--- config.mk ---
export PLATFORM = sky130hd
export DESIGN_NAME = mult_add_seq
export DESIGN_NICKNAME = d
export VERILOG_FILES = /design/src/rtl/mult_add_seq.sv
export SDC_FILE = /design/constraint.sdc
export NUM_CORES = 1
export LEC_CHECK = 0
export CORE_MARGIN = 2
export CORE_UTILIZATION = 35
export CTS_CLUSTER_SIZE = 14
export DETAILED_ROUTE_END_ITERATION = 7
export SLEW_MARGIN = 20
export SYNTH_ARGS = -nofsm -noshare
export SYNTH_HDL_FRONTEND = slang
export SYNTH_SLANG_ARGS = --single-unit
--- constraint.sdc ---
create_clock -name clk -period 2.6 [get_ports clk]
set_input_delay 0.39 -clock clk [delete_from_list [all_inputs] [get_ports clk]]
set_output_delay 0.39 -clock clk [all_outputs]
set_load 0.01 [all_outputs]
--- src/rtl/mult_add_seq.sv ---
// Sequential shift-and-add checker: rebuilds quotient*denom+remain and compares it
// with the expected numerator to verify a divider result.
module mult_add_seq #(
    parameter int WIDTH = 16
) (
    input  logic                 clk,
    input  logic                 rst_n,
    input  logic                 in_valid,
    output logic                 in_ready,
    input  logic [WIDTH-1:0]     quotient,
    input  logic [WIDTH-1:0]     denom,
    input  logic [WIDTH-1:0]     remain,
    input  logic [WIDTH-1:0]     numer,
    output logic                 out_valid,
    input  logic                 out_ready,
    output logic [2*WIDTH-1:0]   result,
    output logic                 match,
    output logic                 div_by_zero
);

    localparam int CW = $clog2(WIDTH + 1);

    typedef enum logic [1:0] {
        IDLE,
        BUSY,
        DONE
    } state_t;

    state_t state;
    state_t state_next;

    logic [2*WIDTH-1:0] acc;
    logic [2*WIDTH-1:0] mcand;
    logic [WIDTH-1:0]   mplier;
    logic [WIDTH-1:0]   denom_q;
    logic [WIDTH-1:0]   remain_q;
    logic [WIDTH-1:0]   numer_q;
    logic [CW-1:0]      count;
    logic               steps_done;

    // BUSY spends one extra cycle after the last step to register the outputs.
    assign steps_done = (count == CW'(WIDTH));

    always_ff @(posedge clk or negedge rst_n) begin
        if (!rst_n) begin
            state <= IDLE;
        end else begin
            state <= state_next;
        end
    end

    always_comb begin
        state_next = state;
        in_ready   = 1'b0;
        out_valid  = 1'b0;
        case (state)
            IDLE: begin
                in_ready = 1'b1;
                if (in_valid) begin
                    state_next = BUSY;
                end
            end
            BUSY: begin
                if (steps_done) begin
                    state_next = DONE;
                end
            end
            DONE: begin
                out_valid = 1'b1;
                if (out_ready) begin
                    state_next = IDLE;
                end
            end
            default: state_next = IDLE;
        endcase
    end

    always_ff @(posedge clk or negedge rst_n) begin
        if (!rst_n) begin
            acc         <= '0;
            mcand       <= '0;
            mplier      <= '0;
            count       <= '0;
            denom_q     <= '0;
            remain_q    <= '0;
            numer_q     <= '0;
            result      <= '0;
            match       <= 1'b0;
            div_by_zero <= 1'b0;
        end else if (state == IDLE && in_valid) begin
            acc      <= {{WIDTH{1'b0}}, remain};
            mcand    <= {{WIDTH{1'b0}}, denom};
            mplier   <= quotient;
            count    <= '0;
            denom_q  <= denom;
            remain_q <= remain;
            numer_q  <= numer;
        end else if (state == BUSY) begin
            if (!steps_done) begin
                if (mplier[0]) begin
                    acc <= acc + mcand;
                end
                mcand  <= mcand << 1;
                mplier <= mplier >> 1;
                count  <= count + CW'(1);
            end else begin
                // A zero denominator can never be a consistent division result.
                result      <= acc;
                match       <= (acc == {{WIDTH{1'b0}}, numer_q}) &&
                               (denom_q != '0) && (remain_q < denom_q);
                div_by_zero <= (denom_q == '0);
            end
        end
    end

endmodule

# == Word level (Yosys, flattened, before mapping) ==
# Cells that the tools add are included.
# classes
bitwise,1
n_mux,19
n_eq_ne,8
magnitude_cmp,1
addsub,2
reduce_logical,12
# op_table
operator,count
32-bit 2-to-1 mux,7
16-bit 2-to-1 mux,3
32-bit adder,1
32-bit by 16-bit equality test with 1-bit output,1
16-bit zero test,1
16-bit < comparator,1
16-bit nonzero test,1
5-bit 2-to-1 mux,3
3-bit AND reduction,3
2-bit 2-to-1 mux,3
"2-bit != test, second input constant",3
2-bit one-hot mux with 3 select lines,1
"5-bit by 1-bit adder with 5-bit output, second input constant",1
"5-bit equality test, second input constant",1
2-bit nonzero test,2
1-bit logical AND,3
"2-bit by 1-bit equality test with 1-bit output, second input constant",1
"2-bit equality test, second input constant",1
2-bit zero test,1
1-bit 2-to-1 mux,2
"2-bit by 1-bit != test with 1-bit output, second input constant",1
2-bit AND reduction,1
1-bit NOT,1
# word_totals
regBits,169
output_inout_bits,36
inputBits,68

# == Logic depth before layout (Yosys ltp) ==
# Gate-level depths: netlist of the first run.
# depth
depth_word,5
depth_mapped,11
mapped_depth_nobuf,10

# == Worst setup path before layout of the first run ==
# Ideal clock, no wire load.
# synth_timing
path_type,register -> register
from,register acc[4]
to,register acc[31]
setup_slack_ps,-207
path_stages_with_launch,10
arrival_time_ps,2681
n_path_buf,0
synth_period_minus_slack_ps,2807
required_ps,2474
path_cell_list,dfrtp_1 -> ha_1 -> o211ai_2 -> o211ai_2 -> a211oi_1 -> o211a_1 -> or3_4 -> o311ai_4 -> mux2_1 -> a221o_1
# synth_between
elab_chain_cells,5
# synth_lines
item,line_no,rtl
from (decl),32,logic [2*WIDTH-1:0] acc;
from (signal assigned),91,"acc <= {{WIDTH{1'b0}}, remain};"
from (signal assigned),101,acc <= acc + mcand;
32-bit adder,101,
32-bit 2-to-1 mux,100,if (mplier[0]) begin
32-bit 2-to-1 mux,99,if (!steps_done) begin
32-bit 2-to-1 mux,98,end else if (state == BUSY) begin
32-bit 2-to-1 mux,90,end else if (state == IDLE && in_valid) begin
# Every way passes these cells. The select of a mux whose other input is x is not followed.
# A chain may end at the register's enable or synchronous reset.

# == Worst setup path in the final report of the first run ==
# layout_timing
from,register mcand[2]
to,register acc[31]
# layout_between
elab_chain_cells,5
# layout_lines
item,line_no,rtl
from (decl),33,logic [2*WIDTH-1:0] mcand;
from (signal assigned),92,"mcand <= {{WIDTH{1'b0}}, denom};"
from (signal assigned),103,mcand <= mcand << 1;
32-bit adder,101,
32-bit 2-to-1 mux,100,
32-bit 2-to-1 mux,99,
32-bit 2-to-1 mux,98,
32-bit 2-to-1 mux,90,
# Every way passes these cells. The select of a mux whose other input is x is not followed.

==> results.toml, run 1 <==
[timing]
drv_slew = 0
setup_slack_ns = -0.155
slew_headroom_pct = 59.5
max_slew.worst_pin.slew_ns = 0.607
finalCritPeriodShare_pct = 106
hold_viol_final = 0
setup-violations-final = 2
fin_tns_setup_ns = -0.166
hold_ws_ns = 0.469
finClkSkew_ns = 0.0118
fmax_ghz = 0.363
rsz0062_at_grt = "yes"
finalCriticalPeriod_ns = 2.76

[die]
ios = 104
floorplan.initialDensity_pct = 35.6
fp-row-count = 58
core_area_um2 = 25200
dieHeight_um = 164
die_w_um = 164
die_area_um2 = 26900

[critical_path]
crit_path_end_kind = "register"
slowest_delay_ns = 0.41
cp.required_ns = 2.92
reg2reg_slack_ns = -0.16
critical_path.top_delay_family = "compound AO/OA/AOI/OAI gates"
arrival_ns = 3.07
critPathBufInv = 0
crit_type = "reg2reg"
path_cells = "ha_4, o211ai_2, o211ai_2, a211oi_2, o211a_1, or3_4, o311ai_4, mux2_4, a221o_1"
worstSetupStartpointType = "register"
worst-path-max-fanout = 2
critPathSlowestCell = "dfrtp_1"
path_common_cell = "o211ai_2"

[outcome]
status = "finished with violations"
violations = "negative setup slack"

[cts]
h-tree-depth = 4
cts_tree = "done"
clk_path_buf_depth = 2
clk_pin_slew_ns = 0.07
numCtsBuffers = 17
root_buffer = "clkbuf_16"
clock-sinks = 169
clock_latency_ns = 0.43

[pwr]
powerDensity_nw_per_um2 = 1310
ir_worst_vdd_mv = 0.625
power_leakage_nw = 5.73

[place]
place_hpwl_um = 18400
numPortBuffers = 103
gp_congestion = 0.862

[logic_synthesis]
avgSynthCellArea_um2 = 9.33
synth-async-reset-ratio_pct = 100
synth_top_area_cell = "dfrtp_1"
synth_edf_count = 0
synth_area_leaders = "dfrtp_1 47%, nand2_1 9.2%, ha_1 6.7%, mux2_2 4.0%, a21oi_1 3.5%"
seq_area_frac_synth_pct = 47.2
yosysTopAreaCellShare_pct = 47.2
syn_nets = 1077
syn-cell-area_um2 = 8960
synth_seq_cells = 169
synth_cell_types = 61
yosys_warnings = 0
syn_inst = 960
synth_flop_cell = "dfrtp_1"

[grt]
grt_pass1_wl_um = 41200
overflow = 0
grtUsageTotal_pct = 19.5
grt_max_degree = 64
antenna_found_initial = 0
grt_pass1_vias = 7692

[detailed_routing]
first_iter_violations = 597
ant_nets = 0
drt-pass1-iter-count = 5
dr_total_vias = 7668
avgRoutedWirePerCell_um = 16.6
viasPerCell = 5.11
drc = 0
wirelength_um = 25000

[worst_hold_path]
worstHoldPathType = "reg2reg"

[cells_and_area]
layout-drive-gt1-share_pct = 19.3
area_growth_pct = 34.4
antenna_cells = 0
nets = 1274

[job]
drv_cap = 0
-- timing repair --
action	4_1_cts	5_1_grt
setup buffers	0	4
endpoints found under the hold margin	57	0
cloned	0	0
pin swaps	2	3
resized for setup	7	14
hold buffers	1	0
endpoints found under the setup margin	5	13
-- power breakdown --
part | leakage, nW | switching (mW) | total, mW | internal, mW
sequential | 2.16 | 0.773 | 4.57 | 3.79
clock | 0.301 | 1.06 | 2.73 | 1.67
combinational | 3.28 | 4.43 | 8.48 | 4.05
total | 5.73 | 6.26 | 15.8 | 9.51
-- cell families after synthesis --
family	synth area share, %
simple gates	17.4
compound gates	14.7
flops	47.2
buf+inv	3.57
fa+ha+maj	6.93
mux	5.82
xor+xnor	4.40
-- synthesized netlist by cell type (9+ instances only) --
master,instances
a31oi_1,20
dfrtp_1,169
nand4_1,12
xor2_1,29
o21ai_1,17
nor2_1,43
a21oi_1,63
mux2i_1,15
ha_1,48
and3_1,9
o21ai_0,47
nor4_1,11
clkbuf_1,35
a21o_1,14
inv_1,27
mux2_2,32
xnor2_1,16
nand3_1,32
nand2_1,219
-- area by class of cell --
class	count	area, um^2
fill	2344	13100
multi-input combinational	713	4620
sequential	169	4230
timing repair buffer	229	2060
clock buffer	22	464
tap	330	413
clock inverter	10	166
inverter	27	101
-- worst min-delay path: stages, from the launching register on --
cell and delay (ns):
dfrtp_1 0.34, nand2_1 0.05, nand2_1 0.05
-- cell usage in the layout (no fill, tap or decap), drive strengths merged, types with 8 or more instances in the layout --
master	Yosys	layout
a21o	14	14
a21oi	63	63
a31oi	20	20
and3	9	9
buf	16	126
clkbuf	35	22
clkdlybuf4s50	0	102
dfrtp	169	169
ha	48	48
inv	27	28
mux2	33	33
mux2i	15	15
nand2	219	219
nand3	32	32
nand4	12	12
nor2	44	44
nor3	8	8
nor4	11	11
o211ai	10	10
o21ai	64	64
xnor2	16	16
xor2	29	29
-- worst paths after layout --
| check | depth (start not counted) | endpoint | startpoint |
|---|---|---|---|
| hold reg to reg | 2 | remain_q[0] | remain_q[0] |
| setup / recovery | 9 | acc[31] | mcand[2] |
| min in group asynchronous | 2 | remain_q[2] | rst_n |
| max in group asynchronous | 3 | result[2] | rst_n |
| setup reg to reg | 9 | acc[31] | mcand[2] |
| hold / removal | 2 | remain_q[0] | remain_q[0] |
-- state kept, by name, indices dropped and copies added, names as in the netlist --
signal	cells
acc	32
count	5
denom_q	16
div_by_zero	1
match	1
mcand	32
mplier	16
numer_q	16
remain_q	16
result	32
state	2
-- stage by stage --
stage               cells  worst slack (ns)  instance area (um^2)  util, %  power [mW]
global placement     1463            -0.102                 11300     44.7        12.7
finish               1500            -0.155                 12000     47.8        15.8
floorplan             960           -0.0544                  9060        -        9.47
detailed placement   1463            -0.153                 11300     44.7        12.8
CTS                  1496            -0.155                 11900     47.4        15.7
global route         1500            -0.271                 12000     47.8        17.0
-- routing by layer --
| metal | wire [um] | part of all wire [%] | global-route usage [%] | up-vias |
|---|---|---|---|---|
| li1 | - | - | - | 3736 |
| met1 | 12200 | 49 | 27.9 | 3740 |
| met2 | 11400 | 46 | 30.5 | 167 |
| met3 | 915 | 3.7 | 3.08 | 25 |
| met4 | 427 | 1.7 | 5.86 | 0 |
| met5 | 0 | 0 | 0 | - |
No activity file was read; power rests on OpenSTA's default activity.
==> run 2: changes to the inputs <==
Settings changed: ABC_CLOCK_PERIOD_IN_PS from default to 2600, SLEW_MARGIN 20 to default.
==> results of run 2 <==
No change in the layout: final DEF, timing and power equal those of run 1.
==> run 3: changes to the inputs <==
Settings changed: SLEW_MARGIN from default to 15.
==> results of run 3 <==
No change in the layout: final DEF, timing and power equal those of run 1.
